### src/rtl/dpwm_pkg.sv
// ---------------------------------------------------------------------------
// dpwm_pkg
//   Definitions shared by the hybrid DPWM top and its phase scheduler:
//   the scheduler state encoding, the fine (decoder select) width, and the
//   bit positions of the coarse and fine fields inside a duty word.
//   Duty word layout: [COARSE_LSB +: CNT_W] coarse count, [FINE_LSB +: FINE_W] fine phase.
// ---------------------------------------------------------------------------
package dpwm_pkg;

  typedef enum logic [1:0] {
    ST_IDLE = 2'd0,
    ST_RUN  = 2'd1,
    ST_STOP = 2'd2
  } dpwm_state_e;

  // Width of the 2-to-4 phase decoder select; the decoder has exactly four phases.
  localparam int DPWM_FINE_W = 2;

  // Field positions inside a duty command word.
  localparam int DUTY_FINE_LSB   = 0;
  localparam int DUTY_COARSE_LSB = DPWM_FINE_W;

endpackage

### src/rtl/dpwm_duty_buffer.sv
// ---------------------------------------------------------------------------
// dpwm_duty_buffer
//   Pending/active double buffer for duty commands. A write always lands in
//   the pending register (last write wins). When the scheduler signals a
//   period start and a pending value exists, the pending value becomes
//   active and a one-cycle acknowledge pulse is registered.
//
// Ports
//   clk           in   system clock, rising edge
//   rst           in   synchronous active-high reset
//   i_duty_wr     in   duty load strobe
//   i_duty        in   duty command word
//   i_xfer        in   period-start cycle (transfer opportunity)
//   o_active_eff  out  duty in force for the current cycle (includes a
//                      transfer happening on this very cycle)
//   o_ack         out  registered pulse: pending transferred to active
// ---------------------------------------------------------------------------
module dpwm_duty_buffer
  import dpwm_pkg::*;
#(
  parameter int DUTY_W = 4 + DPWM_FINE_W
) (
  input  logic              clk,
  input  logic              rst,
  input  logic              i_duty_wr,
  input  logic [DUTY_W-1:0] i_duty,
  input  logic              i_xfer,
  output logic [DUTY_W-1:0] o_active_eff,
  output logic              o_ack
);

  logic [DUTY_W-1:0] r_pend;
  logic              r_pend_v;
  logic [DUTY_W-1:0] r_active;
  logic              r_ack;
  logic              w_take;

  assign w_take = i_xfer && r_pend_v;

  // The compare on a period-start cycle must already see the incoming value,
  // otherwise a coarse==0 duty would miss its first enable.
  assign o_active_eff = w_take ? r_pend : r_active;
  assign o_ack        = r_ack;

  // NOTE: sequential state uses non-blocking assignments so every register
  // samples the pre-edge values, independent of statement order.
  always_ff @(posedge clk) begin
    if (rst) begin
      r_pend   <= '0;
      r_pend_v <= 1'b0;
      r_active <= '0;
      r_ack    <= 1'b0;
    end else begin
      r_ack <= w_take;
      if (w_take) begin
        r_active <= r_pend;
      end
      // A write coincident with a transfer refills pending after the old
      // value has moved to active, so the new command stays valid.
      if (i_duty_wr) begin
        r_pend   <= i_duty;
        r_pend_v <= 1'b1;
      end else if (w_take) begin
        r_pend_v <= 1'b0;
      end
    end
  end

endmodule

### src/rtl/dpwm_phase_scheduler.sv
// ---------------------------------------------------------------------------
// dpwm_phase_scheduler
//   Period/duty sequencer for the hybrid DPWM. A free-running coarse counter
//   defines a period of 2**CNT_W cycles. At each period start the PWM latch is
//   set and any buffered duty command is applied. When the count matches the
//   active coarse duty, the 2-to-4 phase decoder is enabled for one cycle with
//   the fine phase on its select, which resets the PWM latch at a sub-cycle
//   position. All decoder/latch outputs are registered (one cycle latency).
//
// Ports
//   clk       in   system clock, rising edge
//   rst       in   synchronous active-high reset, overrides everything
//   en        in   run request
//   duty      in   duty command: [CNT_W+1:2] coarse, [1:0] fine phase
//   duty_wr   in   duty load strobe (one cycle)
//   duty_ack  out  pulse: pending duty became active (with pwm_set)
//   dec_sel   out  decoder fine phase select (holds between enables)
//   dec_rst   out  decoder reset, 1 = decoder outputs forced off
//   pwm_set   out  pulse at period start
//   busy      out  1 while running or finishing the last period
//   cnt       out  current coarse count
// ---------------------------------------------------------------------------
module dpwm_phase_scheduler
  import dpwm_pkg::*;
#(
  parameter int CNT_W  = 4,
  parameter int FINE_W = DPWM_FINE_W
) (
  input  logic                    clk,
  input  logic                    rst,
  input  logic                    en,
  input  logic [CNT_W+FINE_W-1:0] duty,
  input  logic                    duty_wr,
  output logic                    duty_ack,
  output logic [1:0]              dec_sel,
  output logic                    dec_rst,
  output logic                    pwm_set,
  output logic                    busy,
  output logic [CNT_W-1:0]        cnt
);

  localparam int               DUTY_W  = CNT_W + FINE_W;
  localparam logic [CNT_W-1:0] CNT_MAX = {CNT_W{1'b1}};

  // The decoder is a fixed 2-to-4 part; refuse to build anything else.
  if (FINE_W != 2) begin : g_fine_w_check
    $error("dpwm_phase_scheduler: FINE_W must be 2");
  end

  dpwm_state_e       r_state;
  logic [CNT_W-1:0]  r_cnt;
  logic [1:0]        r_dec_sel;
  logic              r_dec_rst;
  logic              r_pwm_set;
  logic              r_busy;

  logic              w_period_start;
  logic [DUTY_W-1:0] w_active_eff;
  logic [CNT_W-1:0]  w_coarse;
  logic [1:0]        w_fine;
  logic              w_hit;

  // Only RUN opens a new period; STOP merely finishes the current one.
  assign w_period_start = (r_state == ST_RUN) && (r_cnt == '0);

  dpwm_duty_buffer #(
    .DUTY_W (DUTY_W)
  ) u_duty_buffer (
    .clk          (clk),
    .rst          (rst),
    .i_duty_wr    (duty_wr),
    .i_duty       (duty),
    .i_xfer       (w_period_start),
    .o_active_eff (w_active_eff),
    .o_ack        (duty_ack)
  );

  assign w_coarse = w_active_eff[DUTY_COARSE_LSB +: CNT_W];
  assign w_fine   = w_active_eff[DUTY_FINE_LSB +: 2];

  // A zero duty word means 0% duty: the decoder is never enabled.
  assign w_hit = (r_state != ST_IDLE) && (w_active_eff != '0) && (r_cnt == w_coarse);

  always_ff @(posedge clk) begin
    if (rst) begin
      r_state   <= ST_IDLE;
      r_cnt     <= '0;
      r_dec_sel <= 2'd0;
      r_dec_rst <= 1'b1;
      r_pwm_set <= 1'b0;
      r_busy    <= 1'b0;
    end else begin
      r_pwm_set <= w_period_start;

      if (w_hit) begin
        r_dec_rst <= 1'b0;
        r_dec_sel <= w_fine;
      end else begin
        r_dec_rst <= 1'b1;
      end

      case (r_state)
        ST_IDLE: begin
          // Counter stays at 0 so the first RUN cycle is a period start.
          r_cnt <= '0;
          if (en) begin
            r_state <= ST_RUN;
            r_busy  <= 1'b1;
          end
        end
        ST_RUN: begin
          r_cnt <= r_cnt + 1'b1;
          if (!en) begin
            r_state <= ST_STOP;
          end
        end
        ST_STOP: begin
          r_cnt <= r_cnt + 1'b1;
          if (en) begin
            r_state <= ST_RUN;
          end else if (r_cnt == CNT_MAX) begin
            r_state <= ST_IDLE;
            r_busy  <= 1'b0;
          end
        end
        default: begin
          r_state <= ST_IDLE;
          r_cnt   <= '0;
          r_busy  <= 1'b0;
        end
      endcase
    end
  end

  assign dec_sel = r_dec_sel;
  assign dec_rst = r_dec_rst;
  assign pwm_set = r_pwm_set;
  assign busy    = r_busy;
  assign cnt     = r_cnt;

endmodule

### config.mk
export PLATFORM = sky130hd
export DESIGN_NAME = dpwm_phase_scheduler
export DESIGN_NICKNAME = d
export VERILOG_FILES = /design/src/rtl/dpwm_pkg.sv /design/src/rtl/dpwm_duty_buffer.sv /design/src/rtl/dpwm_phase_scheduler.sv
export SDC_FILE = /design/constraint.sdc
export NUM_CORES = 1
export LEC_CHECK = 0
export CAP_MARGIN = 10
export CORE_AREA = 2 2 70 65
export DETAILED_ROUTE_END_ITERATION = 16
export DIE_AREA = 0 0 72 67
export GPL_TIMING_DRIVEN = 1
export REMOVE_ABC_BUFFERS = 1
export SETUP_SLACK_MARGIN = 0.15
export SKIP_LAST_GASP = 1
export SYNTH_ARGS = -nofsm -noshare
export SYNTH_HDL_FRONTEND = slang
export SYNTH_SLANG_ARGS = --single-unit
### constraint.sdc
create_clock -name clk -period 2.7 [get_ports clk]
set_input_delay 0.54 -clock clk [delete_from_list [all_inputs] [get_ports clk]]
set_output_delay 0.54 -clock clk [all_outputs]
set_load 0.05 [all_outputs]
==> impl_results.html, run 1 <==
<table>
<tr><th>Metric</th><th>Value</th></tr>
<tr><th colspan="2">Synthesis</th></tr>
<tr><td>Post-synthesis async set-or-reset flop share</td><td>0%</td></tr>
<tr><td>Flip-flop and latch count after synthesis</td><td>25</td></tr>
<tr><td>Number of enable flip-flop cells after synthesis</td><td>0</td></tr>
<tr><td>Most used DFF post-synth</td><td>sky130_fd_sc_hd__dfxtp_1</td></tr>
<tr><td>Cell count after synthesis</td><td>127</td></tr>
<tr><td>Seq/Total Area, Yosys</td><td>42.1%</td></tr>
<tr><td>Largest cells by area after synthesis</td><td>sky130_fd_sc_hd__dfxtp_1 (42%), sky130_fd_sc_hd__mux2i_1 (9.3%), sky130_fd_sc_hd__ha_1 (7.4%), sky130_fd_sc_hd__nor2_1 (6.0%), sky130_fd_sc_hd__a21oi_1 (4.2%)</td></tr>
<tr><td>Number of distinct library cell variants in the gate-level netlist after synthesis</td><td>28</td></tr>
<tr><td>Average cell area after synthesis</td><td>9.37 um2</td></tr>
<tr><td>YS warnings</td><td>0</td></tr>
<tr><td>Combined area of all synthesized cells</td><td>1190 um2</td></tr>
<tr><td>Post-synth top area cell</td><td>sky130_fd_sc_hd__dfxtp_1</td></tr>
<tr><td>Yosys top cell area share</td><td>42.1%</td></tr>
<tr><th colspan="2">Floorplan</th></tr>
<tr><td>Die height</td><td>67 um</td></tr>
<tr><td>Effective utilization at floorplan</td><td>29.4%</td></tr>
<tr><td>Die ar.</td><td>4820 um2</td></tr>
<tr><td>Die X-Extent</td><td>72 um</td></tr>
<tr><td>Row count</td><td>22</td></tr>
<tr><td>Top-level port count</td><td>20</td></tr>
<tr><td>Core footprint</td><td>4050 um2</td></tr>
<tr><th colspan="2">Hold path</th></tr>
<tr><td>Depth of the worst hold-timing path</td><td>2</td></tr>
<tr><td>HP Start</td><td>u_duty_buffer.r_pend[5]$_SDFFE_PP0P_</td></tr>
<tr><td>Class of the worst hold path</td><td>flop to flop</td></tr>
<tr><td>Endpoint with the worst hold slack</td><td>u_duty_buffer.r_active[5]$_SDFF_PP0_</td></tr>
<tr><th colspan="2">Route</th></tr>
<tr><td>Total number of vias</td><td>943</td></tr>
<tr><td>Routed WL per cell</td><td>12.8 um</td></tr>
<tr><td>Initial detailed-routing violation count</td><td>34</td></tr>
<tr><td>Number of nets with antenna violations after detailed routing</td><td>0</td></tr>
<tr><td>Iteration count of the initial detailed-routing pass</td><td>4</td></tr>
<tr><td># DRC</td><td>0</td></tr>
<tr><td>Via-per-instance ratio</td><td>4.81</td></tr>
<tr><td>Routed WL</td><td>2510 um</td></tr>
<tr><th colspan="2">Clock network</th></tr>
<tr><td>Library cell used as clock root buffer</td><td>sky130_fd_sc_hd__clkbuf_8</td></tr>
<tr><td>Clock-pin slew of the registers on the worst-case setup and hold paths</td><td>0.09 ns</td></tr>
<tr><td>Post-cts resize count</td><td>0</td></tr>
<tr><td>Post-CTS repair timing setup buffer count</td><td>0</td></tr>
<tr><td>Number of hold buffers added after CTS</td><td>0</td></tr>
<tr><td>Clk buf depth</td><td>2</td></tr>
<tr><td>Clk Latency, worst-skew pair</td><td>0.27 ns</td></tr>
<tr><td>Max H-tree Level</td><td>1</td></tr>
<tr><td>Sinks on the clock net</td><td>25</td></tr>
<tr><td>TritonCTS clock tree</td><td>yes</td></tr>
<tr><td>Total CTS buffers</td><td>3</td></tr>
<tr><th colspan="2">Power</th></tr>
<tr><td>Peak supply drop</td><td>0.447 mV</td></tr>
<tr><td>Switching power as a share of total power</td><td>34.0%</td></tr>
<tr><td>Reported net switching power</td><td>318 uW</td></tr>
<tr><td>Leakage component of the power</td><td>0.000576 uW</td></tr>
<tr><td>Internal power</td><td>618 uW</td></tr>
<tr><td>Pwr Density</td><td>631 nW/um2</td></tr>
<tr><td>Sequential share of power</td><td>46.1%</td></tr>
<tr><td>Share of total power in combinational logic</td><td>29.3%</td></tr>
<tr><td>Fraction of power consumed by the clock network</td><td>24.5%</td></tr>
<tr><th colspan="2">Worst setup path</th></tr>
<tr><td>Required arrival time at the worst endpoint</td><td>2.16 ns</td></tr>
<tr><td>Kind of start point of the critical path</td><td>flop</td></tr>
<tr><td>R2r worst-path depth</td><td>6</td></tr>
<tr><td>Buffer and inverter count on the worst path</td><td>1</td></tr>
<tr><td>Largest incremental delay on the critical path</td><td>0.87 ns</td></tr>
<tr><td>Arrival @ worst endpoint</td><td>1.64 ns</td></tr>
<tr><td>Startpoint-to-endpoint class of the critical path</td><td>flop to output port</td></tr>
<tr><td>Kind of end point of the critical path</td><td>output port</td></tr>
<tr><td>Critical path cell sequence</td><td>clkdlybuf4s50_1</td></tr>
<tr><td>Worst flop-to-flop path startpoint</td><td>r_state[1]$_SDFFE_PP0P_</td></tr>
<tr><td>Critical-path cell with the highest stage delay</td><td>sky130_fd_sc_hd__clkdlybuf4s50_1</td></tr>
<tr><td>Worst reg2reg path endpoint</td><td>dec_sel[0]$_SDFFE_PP0P_</td></tr>
<tr><td>CP top delay family</td><td>buffers and inverters</td></tr>
<tr><td>R2R Setup Slk</td><td>0.57 ns</td></tr>
<tr><td>Crit Path Max Fanout</td><td>6</td></tr>
<tr><th colspan="2">Global route</th></tr>
<tr><td>Global route overflow</td><td>0</td></tr>
<tr><td>Initial antenna violation count</td><td>0</td></tr>
<tr><td>Largest net degree at the start of global routing</td><td>16</td></tr>
<tr><td>Via count of the first global-routing pass</td><td>927</td></tr>
<tr><td>Total routing usage reported by global routing</td><td>11.4%</td></tr>
<tr><td>Wire length of the first global-routing pass</td><td>4200 um</td></tr>
<tr><th colspan="2">Timing</th></tr>
<tr><td>Slew margin rel.</td><td>65.9%</td></tr>
<tr><td>Pins Over Slew Limit</td><td>0</td></tr>
<tr><td>Final number of hold-violating endpoints</td><td>0</td></tr>
<tr><td>Setup violation total in the final timing report</td><td>0</td></tr>
<tr><td>Post-layout minimum cycle time</td><td>2.18 ns</td></tr>
<tr><td>Final setup skew</td><td>0.00423 ns</td></tr>
<tr><td>RSZ-0062 raised after global routing</td><td>false</td></tr>
<tr><td>Max frequency</td><td>459 MHz</td></tr>
<tr><td>Final total negative setup slack</td><td>0 ns</td></tr>
<tr><td>Final setup slack of the worst path</td><td>0.519 ns</td></tr>
<tr><td>Transition time at the pin with the least slew margin</td><td>0.509 ns</td></tr>
<tr><td>Final period util</td><td>80.8%</td></tr>
<tr><th colspan="2">Cells and area</th></tr>
<tr><td>Non-filler cells in the finished layout</td><td>196</td></tr>
<tr><td>Layout area overhead</td><td>24.5%</td></tr>
<tr><td>Proportion of layout cells with a drive suffix above 1</td><td>6.08%</td></tr>
<tr><td>Filler cells</td><td>412</td></tr>
<tr><td>NumNets Final</td><td>166</td></tr>
<tr><td>Inserted Diodes</td><td>0</td></tr>
<tr><td>Utilization after layout</td><td>36.6%</td></tr>
<tr><th colspan="2">Place</th></tr>
<tr><td>HPWL after DPL</td><td>1890 um</td></tr>
<tr><td>IO Port Bufs</td><td>19</td></tr>
<tr><td>Global placer's final weighted congestion</td><td>0.896</td></tr>
<tr><td>Setup WS pre-CTS</td><td>0.548 ns</td></tr>
<tr><td>Placed cell count</td><td>192</td></tr>
<tr><th colspan="2">Outcome</th></tr>
<tr><td>Status</td><td>complete, no violations</td></tr>
<tr><th colspan="2">Run</th></tr>
<tr><td>Max-capacitance violation count</td><td>0</td></tr>
</table>
## cells by family (layout without fill, tap and decap cells)
logic type | after synthesis | count (layout) | share of synthesized area (%)
XOR/XNOR | 5 | 5 | 3.68
AO/OA/AOI/OAI | 21 | 21 | 9.99
AND/OR/NAND/NOR | 43 | 43 | 21.0
buffers and inverters | 13 | 34 | 4.73
multiplexers | 13 | 13 | 11.1
adder cells (fa/ha/maj) | 7 | 7 | 7.36
flip-flops | 25 | 25 | 42.1
## state kept, by name (all words and copies together), names as in the netlist
name / cells
busy: 1
cnt: 4
dec_rst: 1
dec_sel: 2
pwm_set: 1
r_state: 2
u_duty_buffer.o_ack: 1
u_duty_buffer.r_active: 6
u_duty_buffer.r_pend: 6
u_duty_buffer.r_pend_v: 1
## placed cells by master, fill, tap and decap left out, drive strengths merged
cell	count
a211oi	2
a21oi	10
a311oi	2
and2b	3
buf	2
clkbuf	3
clkdlybuf4s50	19
clkinvlp	1
dfxtp	25
ha	7
inv	9
mux2	2
mux2i	11
nand2	7
nand2b	2
nand3	2
nand3b	1
nand4b	2
nor2	20
nor2b	1
nor3	2
nor4	1
nor4b	1
o21ai	6
o22ai	1
or4b	1
xnor2	2
xor2	3
## cell type report
cell class,instances,area [um2],area share (%)
Clock buffer,3,41.3,2.79
Clock inverter,1,7.51,0.507
Inverter,9,33.8,2.28
Multi-Input combinational cell,89,633,42.7
Sequential cell,25,500,33.8
Tap cell,48,60.1,4.05
Timing Repair Buffer,21,205,13.9
## layer usage
metal | vias to the layer above | global-route usage, % | part of all wire, %
li1 | 473 | - | -
met1 | 440 | 13.2 | 46
met2 | 26 | 20.4 | 48
met3 | 4 | 3.93 | 5.2
met4 | 0 | 1.89 | 1.0
met5 | - | 0 | 0
## worst max path at each step
stage	slack, ns	cells after the start	from	endpoint
after detailed placement	0.55	6	r_state[1]$_SDFFE_PP0P_	dec_sel[1]$_SDFFE_PP0P_
after global placement	0.66	7	r_state[1]$_SDFFE_PP0P_	dec_sel[0]$_SDFFE_PP0P_
after floorplan	0.40	7	cnt[0]$_SDFF_PP0_	dec_sel[0]$_SDFFE_PP0P_
after global routing	0.38	7	r_state[1]$_SDFFE_PP0P_	dec_sel[1]$_SDFFE_PP0P_
after CTS	0.52	1	cnt[1]$_SDFF_PP0_	cnt[1]
final	0.52	1	cnt[1]$_SDFF_PP0_	cnt[1]
## power by group through the flow
stage	Combinational (uW)	Clock, uW	Sequential (uW)
2_1_floorplan	147	0	482
3_3_place_gp	271	0	438
3_5_place_dp	277	0	440
4_1_cts	278	238	432
5_1_grt	303	253	437
6_report	275	229	431
## through the flow
stage	hold WS, ns	power, uW	area, um2
finish	0.500	935	1480
global route	0.522	993	1480
CTS	0.503	947	1480
detailed placement	0.490	717	1430
global placement	0.492	708	1430
floorplan	0.451	629	1170
## synth_stat cells (all sizes together), types with 2 or more instances
| cell | n |
|---|---|
| dfxtp | 25 |
| nand2 | 7 |
| nor3 | 2 |
| xor2 | 3 |
| xnor2 | 2 |
| a211oi | 2 |
| a311oi | 2 |
| o21ai | 6 |
| nand4b | 2 |
| mux2 | 2 |
| nor2 | 20 |
| mux2i | 11 |
| clkbuf | 3 |
| and2b | 3 |
| a21oi | 10 |
| inv | 9 |
| nand3 | 2 |
| ha | 7 |
| nand2b | 2 |
No activity file was read; power rests on OpenSTA's default activity.
==> run 2: changes to the inputs <==
Clock period 2.7 ns to 2.1 ns, I/O delays scaled along.
==> run 2 against run 1 <==
Compared with the run above:
- count of clock-buffer cells in the layout stayed put
- worst hold slack gained 0.0076 ns
- sequential cell count unchanged
- routed wire length grew 5.6%
- sequential share of layout area decreased by 2.4 points
- critical path depth grew 7
- sequential power increased by 28%
- clock skew shrank 0.0026 ns
- final cell count up 6.1%
- critical endpoint is now dec_sel[0]$_SDFFE_PP0P_
- largest cell class unchanged
==> impl_results.html, run 2 (synthesis gave the netlist of run 1 again) <==
<table>
<tr><th>Metric</th><th>Value</th></tr>
<tr><th colspan="2">Clock network</th></tr>
<tr><td>Clk Latency, worst-skew pair</td><td>0.27 ns</td></tr>
<tr><td>Total CTS buffers</td><td>3</td></tr>
<tr><td>Library cell used as clock root buffer</td><td>sky130_fd_sc_hd__clkbuf_8</td></tr>
<tr><td>Sinks on the clock net</td><td>25</td></tr>
<tr><td>TritonCTS clock tree</td><td>yes</td></tr>
<tr><td>Clock-pin slew of the registers on the worst-case setup and hold paths</td><td>0.09 ns</td></tr>
<tr><td>Max H-tree Level</td><td>1</td></tr>
<tr><td>Clk buf depth</td><td>2</td></tr>
<tr><th colspan="2">Timing</th></tr>
<tr><td>Pins Over Slew Limit</td><td>0</td></tr>
<tr><td>RSZ-0062 raised after global routing</td><td>true</td></tr>
<tr><td>Post-layout minimum cycle time</td><td>1.88 ns</td></tr>
<tr><td>Final number of hold-violating endpoints</td><td>0</td></tr>
<tr><td>Final period util</td><td>89.4%</td></tr>
<tr><td>Setup violation total in the final timing report</td><td>0</td></tr>
<tr><td>Slew margin rel.</td><td>66.3%</td></tr>
<tr><td>Hold slack</td><td>0.508 ns</td></tr>
<tr><td>Transition time at the pin with the least slew margin</td><td>0.504 ns</td></tr>
<tr><td>Final setup skew</td><td>0.00164 ns</td></tr>
<tr><td>Max frequency</td><td>533 MHz</td></tr>
<tr><th colspan="2">Power</th></tr>
<tr><td>Sequential share of power</td><td>43.2%</td></tr>
<tr><td>Pwr Density</td><td>793 nW/um2</td></tr>
<tr><td>Internal power</td><td>844 uW</td></tr>
<tr><td>Peak supply drop</td><td>0.353 mV</td></tr>
<tr><td>Leakage component of the power</td><td>0.000690 uW</td></tr>
<tr><td>Fraction of power consumed by the clock network</td><td>22.9%</td></tr>
<tr><td>Switching power as a share of total power</td><td>34.1%</td></tr>
<tr><td>Share of total power in combinational logic</td><td>33.9%</td></tr>
<tr><td>Reported net switching power</td><td>436 uW</td></tr>
<tr><th colspan="2">Cells and area</th></tr>
<tr><td>NumNets Final</td><td>178</td></tr>
<tr><td>Layout area overhead</td><td>35.5%</td></tr>
<tr><td>Proportion of layout cells with a drive suffix above 1</td><td>20.0%</td></tr>
<tr><td>Inserted Diodes</td><td>0</td></tr>
<tr><td>Post-route standard cell area excluding fillers</td><td>1610 um2</td></tr>
<tr><td>Commonest cells after routing, fill and taps aside</td><td>sky130_fd_sc_hd__dfxtp_1 (23), sky130_fd_sc_hd__nor2_1 (19), sky130_fd_sc_hd__clkdlybuf4s50_1 (15), sky130_fd_sc_hd__buf_4 (15), sky130_fd_sc_hd__mux2i_1 (11)</td></tr>
<tr><td>Most common cell after layout, fill and taps aside</td><td>sky130_fd_sc_hd__dfxtp_1</td></tr>
<tr><th colspan="2">Global route</th></tr>
<tr><td>Via count of the first global-routing pass</td><td>961</td></tr>
<tr><td>Global route overflow</td><td>0</td></tr>
<tr><td>Wire length of the first global-routing pass</td><td>4400 um</td></tr>
<tr><td>Largest net degree at the start of global routing</td><td>15</td></tr>
<tr><td>Total routing usage reported by global routing</td><td>11.7%</td></tr>
<tr><td>Initial antenna violation count</td><td>0</td></tr>
<tr><th colspan="2">Floorplan</th></tr>
<tr><td>Effective utilization at floorplan</td><td>29.4%</td></tr>
<tr><td>Row count</td><td>22</td></tr>
<tr><td>Top-level port count</td><td>20</td></tr>
<tr><td>Core footprint</td><td>4050 um2</td></tr>
<tr><td>Die ar.</td><td>4820 um2</td></tr>
<tr><td>Die X-Extent</td><td>72 um</td></tr>
<tr><td>Die height</td><td>67 um</td></tr>
<tr><th colspan="2">Route</th></tr>
<tr><td>Initial detailed-routing violation count</td><td>34</td></tr>
<tr><td>Iteration count of the initial detailed-routing pass</td><td>4</td></tr>
<tr><td>Via-per-instance ratio</td><td>4.82</td></tr>
<tr><td>Routed WL per cell</td><td>12.7 um</td></tr>
<tr><td>Total number of vias</td><td>1002</td></tr>
<tr><td># DRC</td><td>0</td></tr>
<tr><td>Routed WL</td><td>2650 um</td></tr>
<tr><td>Number of nets with antenna violations after detailed routing</td><td>0</td></tr>
<tr><th colspan="2">Worst setup path</th></tr>
<tr><td>Required arrival time at the worst endpoint</td><td>2.27 ns</td></tr>
<tr><td>Critical path cell sequence</td><td>inv_4, ha_4, nand4b_4, nor2_8, mux2i_1, nor4b_2, buf_4, mux2_4</td></tr>
<tr><td>R2R Setup Slk</td><td>0.22 ns</td></tr>
<tr><td>Largest incremental delay on the critical path</td><td>0.37 ns</td></tr>
<tr><td>Startpoint-to-endpoint class of the critical path</td><td>flop to flop</td></tr>
<tr><td>CP top delay family</td><td>simple AND/OR/NAND/NOR gates</td></tr>
<tr><td>Critical-path cell with the highest stage delay</td><td>sky130_fd_sc_hd__dfxtp_4</td></tr>
<tr><td>Buffer and inverter count on the worst path</td><td>2</td></tr>
<tr><td>Kind of start point of the critical path</td><td>flop</td></tr>
<tr><td>Crit Path Max Fanout</td><td>4</td></tr>
<tr><td>Arrival @ worst endpoint</td><td>2.05 ns</td></tr>
<tr><td>Kind of end point of the critical path</td><td>flop</td></tr>
<tr><th colspan="2">Place</th></tr>
<tr><td>HPWL after DPL</td><td>1920 um</td></tr>
<tr><td>Standard cell area after detailed placement</td><td>1470 um2</td></tr>
<tr><td>IO Port Bufs</td><td>19</td></tr>
<tr><td>Global placer's final weighted congestion</td><td>0.791</td></tr>
<tr><th colspan="2">Run</th></tr>
<tr><td>Max-capacitance violation count</td><td>0</td></tr>
<tr><th colspan="2">Hold path</th></tr>
<tr><td>Class of the worst hold path</td><td>flop to flop</td></tr>
<tr><th colspan="2">Outcome</th></tr>
<tr><td>Status</td><td>complete, no violations</td></tr>
</table>
## run 2: changes by cell type in the layout (fill, tap and decap cells not counted), sizes merged
cell,delta
dlygate4sd2,+3
clkinvlp,-1
clkdlybuf4s50,-4
clkinv,+1
buf,+13
## run 2: stage by stage
step           setup slack, ns  util [%]  std cells  power [uW]  setup TNS (ns)
2_1_floorplan           -0.198         -        123         808          -0.396
3_3_place_gp             0.105      36.3        197         923               0
3_5_place_dp          -0.00397      36.3        197         939        -0.00585
4_1_cts                  0.158      38.2        204        1250               0
5_1_grt                  0.133      39.9        208        1340               0
6_report                 0.222      39.9        208        1280               0
## run 2: path summary, 6_finish.rpt
kind	from	to	cells past startpoint
max	r_state[1]$_SDFFE_PP0P_	dec_sel[0]$_SDFFE_PP0P_	8
min	u_duty_buffer.r_active[1]$_SDFF_PP0_	u_duty_buffer.r_active[1]$_SDFF_PP0_	2
max reg2reg	r_state[1]$_SDFFE_PP0P_	dec_sel[0]$_SDFFE_PP0P_	8
min reg2reg	u_duty_buffer.r_active[1]$_SDFF_PP0_	u_duty_buffer.r_active[1]$_SDFF_PP0_	2
## run 2: worst min-delay path: stages (launching register included)
cell                      delay [ns]
sky130_fd_sc_hd__dfxtp_1        0.31
sky130_fd_sc_hd__o21ai_0        0.07
sky130_fd_sc_hd__a21oi_1        0.08
## run 2: cell type report
class	instances	area, um2
fillers	395	2430
multi-input cells	89	676
flip-flops and latches	25	505
repair buffers	33	289
well taps	48	60.1
clock buffers	3	41.3
inverters	9	36.3
clock inverters	1	5.00
## run 2: layer usage
metal  share of wire, %  vias to the layer above  GRT usage (%)
met5                  0                        -              0
met2                 48                       27           21.1
met4                1.2                        0           3.07
li1                   -                      501              -
met3                5.0                        7           3.63
met1                 46                      467           13.3
## run 2: power by group through the flow
stage                     sequential, uW  combinational (uW)  clock, uW
after global routing                 558                 469        315
after CTS                            547                 398        301
after global placement               553                 370          0
after detailed placement             556                 383          0
after floorplan                      619                 189          0
final                                553                 433        294
## run 2: repair_timing
| action | CTS | global route |
|---|---|---|
| gates resized for setup | 5 | 12 |
| hold buffers | 0 | 0 |
| pin swaps | 2 | 3 |
| endpoints found under the setup margin | 5 | 2 |
| buffers inserted | 3 | 4 |
==> run 3: changes to the inputs <==
Settings changed: REMOVE_ABC_BUFFERS 1 to default, SETUP_SLACK_MARGIN 0.15 to 0.1.
==> run 3 against run 2 <==
Compared with the run above:
- worst setup slack got worse by 0.041 ns
- via count fell by 4.0%
- critical path type is now flop to output port
- power decreased by 2.3%
- critical endpoint is now cnt[3]
- largest cell class unchanged
- count of clock-buffer cells in the layout stayed put
- sequential cell count is the same
- global-route usage decreased by 0.25 points
- core utilization decreased by 0.80 points
- non-clock buffer count fell by 4
==> impl_results.html, run 3 (synthesis gave the netlist of run 1 again) <==
<table>
<tr><th>Metric</th><th>Value</th></tr>
<tr><th colspan="2">Outcome</th></tr>
<tr><td>Status</td><td>complete, no violations</td></tr>
<tr><th colspan="2">Power</th></tr>
<tr><td>Switching power as a share of total power</td><td>33.3%</td></tr>
<tr><td>Fraction of power consumed by the clock network</td><td>22.5%</td></tr>
<tr><td>Pwr Density</td><td>791 nW/um2</td></tr>
<tr><td>Sequential share of power</td><td>45.2%</td></tr>
<tr><td>Internal power</td><td>834 uW</td></tr>
<tr><td>Peak supply drop</td><td>0.298 mV</td></tr>
<tr><td>Leakage component of the power</td><td>0.000674 uW</td></tr>
<tr><td>Share of total power in combinational logic</td><td>32.3%</td></tr>
<tr><td>Reported net switching power</td><td>416 uW</td></tr>
<tr><th colspan="2">Timing</th></tr>
<tr><td>Final period util</td><td>91.3%</td></tr>
<tr><td>Max frequency</td><td>521 MHz</td></tr>
<tr><td>Slew margin rel.</td><td>66.4%</td></tr>
<tr><td>Pins Over Slew Limit</td><td>0</td></tr>
<tr><td>Final number of hold-violating endpoints</td><td>0</td></tr>
<tr><td>Final setup skew</td><td>0.00127 ns</td></tr>
<tr><td>Final setup slack of the worst path</td><td>0.182 ns</td></tr>
<tr><td>Final total negative setup slack</td><td>0 ns</td></tr>
<tr><td>Transition time at the pin with the least slew margin</td><td>0.503 ns</td></tr>
<tr><td>RSZ-0062 raised after global routing</td><td>true</td></tr>
<tr><td>Setup violation total in the final timing report</td><td>0</td></tr>
<tr><td>Post-layout minimum cycle time</td><td>1.92 ns</td></tr>
<tr><th colspan="2">Global route</th></tr>
<tr><td>Global route overflow</td><td>0</td></tr>
<tr><td>Via count of the first global-routing pass</td><td>965</td></tr>
<tr><td>Largest net degree at the start of global routing</td><td>15</td></tr>
<tr><td>Wire length of the first global-routing pass</td><td>4370 um</td></tr>
<tr><td>Initial antenna violation count</td><td>0</td></tr>
<tr><td>Total routing usage reported by global routing</td><td>11.4%</td></tr>
<tr><th colspan="2">Worst setup path</th></tr>
<tr><td>R2R Setup Slk</td><td>0.22 ns</td></tr>
<tr><td>Crit Path Max Fanout</td><td>7</td></tr>
<tr><td>Worst reg2reg path endpoint</td><td>dec_sel[0]$_SDFFE_PP0P_</td></tr>
<tr><td>Worst flop-to-flop path startpoint</td><td>cnt[1]$_SDFF_PP0_</td></tr>
<tr><td>Startpoint-to-endpoint class of the critical path</td><td>flop to output port</td></tr>
<tr><td>Critical Path Sink</td><td>cnt[3]</td></tr>
<tr><td>Critical Path Start</td><td>cnt[3]$_SDFF_PP0_</td></tr>
<tr><td>Required arrival time at the worst endpoint</td><td>1.68 ns</td></tr>
<tr><td>Critical Path Stages</td><td>1</td></tr>
<tr><td>Arrival @ worst endpoint</td><td>1.50 ns</td></tr>
<tr><td>CP top delay family</td><td>buffers and inverters</td></tr>
<tr><td>Critical path cell sequence</td><td>clkdlybuf4s50_1</td></tr>
<tr><td>Critical-path cell with the highest stage delay</td><td>sky130_fd_sc_hd__clkdlybuf4s50_1</td></tr>
<tr><td>R2r worst-path depth</td><td>8</td></tr>
<tr><td>Kind of start point of the critical path</td><td>flop</td></tr>
<tr><td>Buffer and inverter count on the worst path</td><td>1</td></tr>
<tr><td>Kind of end point of the critical path</td><td>output port</td></tr>
<tr><td>Largest incremental delay on the critical path</td><td>0.82 ns</td></tr>
<tr><th colspan="2">Run</th></tr>
<tr><td>Max-capacitance violation count</td><td>0</td></tr>
<tr><th colspan="2">Route</th></tr>
<tr><td># DRC</td><td>0</td></tr>
<tr><td>Initial detailed-routing violation count</td><td>38</td></tr>
<tr><td>Highest metal used</td><td>met4</td></tr>
<tr><td>Routed WL</td><td>2490 um</td></tr>
<tr><td>Iteration count of the initial detailed-routing pass</td><td>4</td></tr>
<tr><td>Length of routed met3 wiring</td><td>115 um</td></tr>
<tr><td>Number of nets with antenna violations after detailed routing</td><td>0</td></tr>
<tr><td>Total number of vias</td><td>962</td></tr>
<tr><td>Via-per-instance ratio</td><td>4.72</td></tr>
<tr><td>Routed wl met2</td><td>1180 um</td></tr>
<tr><td>Routed WL per cell</td><td>12.2 um</td></tr>
<tr><td>Met1 routed wirelength after detailed routing</td><td>1180 um</td></tr>
<tr><th colspan="2">Place</th></tr>
<tr><td>HPWL after DPL</td><td>1890 um</td></tr>
<tr><td>IO Port Bufs</td><td>19</td></tr>
<tr><td>Setup WS pre-CTS</td><td>0.00448 ns</td></tr>
<tr><td>Global placer's final weighted congestion</td><td>0.891</td></tr>
<tr><th colspan="2">Clock network</th></tr>
<tr><td>TritonCTS clock tree</td><td>yes</td></tr>
<tr><td>Number of hold buffers added after CTS</td><td>0</td></tr>
<tr><td>Library cell used as clock root buffer</td><td>sky130_fd_sc_hd__clkbuf_8</td></tr>
<tr><td>Total CTS buffers</td><td>3</td></tr>
<tr><td>Sinks on the clock net</td><td>25</td></tr>
<tr><td>Clock-pin slew of the registers on the worst-case setup and hold paths</td><td>0.08 ns</td></tr>
<tr><td>Clk buf depth</td><td>2</td></tr>
<tr><td>Clk Latency, worst-skew pair</td><td>0.26 ns</td></tr>
<tr><td>Max H-tree Level</td><td>1</td></tr>
<tr><th colspan="2">Cells and area</th></tr>
<tr><td>NumNets Final</td><td>174</td></tr>
<tr><td>Commonest cells after routing, fill and taps aside</td><td>sky130_fd_sc_hd__dfxtp_1 (20), sky130_fd_sc_hd__nor2_1 (19), sky130_fd_sc_hd__clkdlybuf4s50_1 (17)</td></tr>
<tr><td>Filler cells</td><td>388</td></tr>
<tr><td>Most common cell after layout, fill and taps aside</td><td>sky130_fd_sc_hd__dfxtp_1</td></tr>
<tr><td>Inserted Diodes</td><td>0</td></tr>
<tr><td>Proportion of layout cells with a drive suffix above 1</td><td>17.3%</td></tr>
<tr><td>Layout area overhead</td><td>32.8%</td></tr>
<tr><th colspan="2">Floorplan</th></tr>
<tr><td>Core footprint</td><td>4050 um2</td></tr>
<tr><td>Die ar.</td><td>4820 um2</td></tr>
<tr><td>Row count</td><td>22</td></tr>
<tr><td>Effective utilization at floorplan</td><td>29.4%</td></tr>
<tr><td>Die X-Extent</td><td>72 um</td></tr>
<tr><td>Die height</td><td>67 um</td></tr>
<tr><td>Top-level port count</td><td>20</td></tr>
<tr><th colspan="2">Hold path</th></tr>
<tr><td>Class of the worst hold path</td><td>flop to flop</td></tr>
<tr><th colspan="2">Synthesis</th></tr>
<tr><td>Synthesized Nets</td><td>144</td></tr>
</table>
==> run 3: area by class of cell <==
cell class,instances,area (um2),share of cell area (%)
multi-input cells,89,658,41.6
flip-flops and latches,25,512,32.4
repair buffers,29,265,16.8
well taps,48,60.1,3.80
clock buffers,3,41.3,2.61
inverters,9,38.8,2.45
clock inverters,1,5.00,0.317
==> run 3: timing repair <==
item	4_1_cts	5_1_grt
endpoints found under the setup margin	2	3
gates resized for setup	1	10
buffers inserted	1	3
pin swaps	1	4
==> run 3: how the worst min path moves through the flow <==
stage                                                       to  cells after the start                            startpoint
final                                        cnt[0]$_SDFF_PP0_                      1                     cnt[0]$_SDFF_PP0_
after CTS                                    cnt[0]$_SDFF_PP0_                      1                     cnt[0]$_SDFF_PP0_
after global routing      u_duty_buffer.r_active[5]$_SDFF_PP0_                      2  u_duty_buffer.r_pend[5]$_SDFFE_PP0P_
after detailed placement                     cnt[0]$_SDFF_PP0_                      1                     cnt[0]$_SDFF_PP0_
after floorplan           u_duty_buffer.r_active[1]$_SDFF_PP0_                      2  u_duty_buffer.r_pend[1]$_SDFFE_PP0P_
after global placement                       cnt[0]$_SDFF_PP0_                      1                     cnt[0]$_SDFF_PP0_
==> run 3: per-layer routing <==
layer,up-vias,global-route usage [%]
met5,-,0
met3,2,3.78
met4,0,1.42
met2,23,19.2
met1,448,14.6
li1,489,-
==> run 3: power by group through the flow <==
stage	Clock, uW	Sequential [uW]	Combinational, uW
floorplan	0	622	197
global placement	0	562	358
detailed placement	0	566	362
CTS	295	556	367
global route	312	574	443
finish	281	565	404
==> run 3: metrics by stage <==
stage	util (%)	total power, uW	cells	instance area, um2	hold WS, ns
floorplan	-	819	127	1200	0.451
global placement	36.3	920	196	1470	0.445
detailed placement	36.3	928	196	1470	0.461
CTS	37.7	1220	201	1530	0.475
global route	39.1	1330	204	1580	0.527
finish	39.1	1250	204	1580	0.493
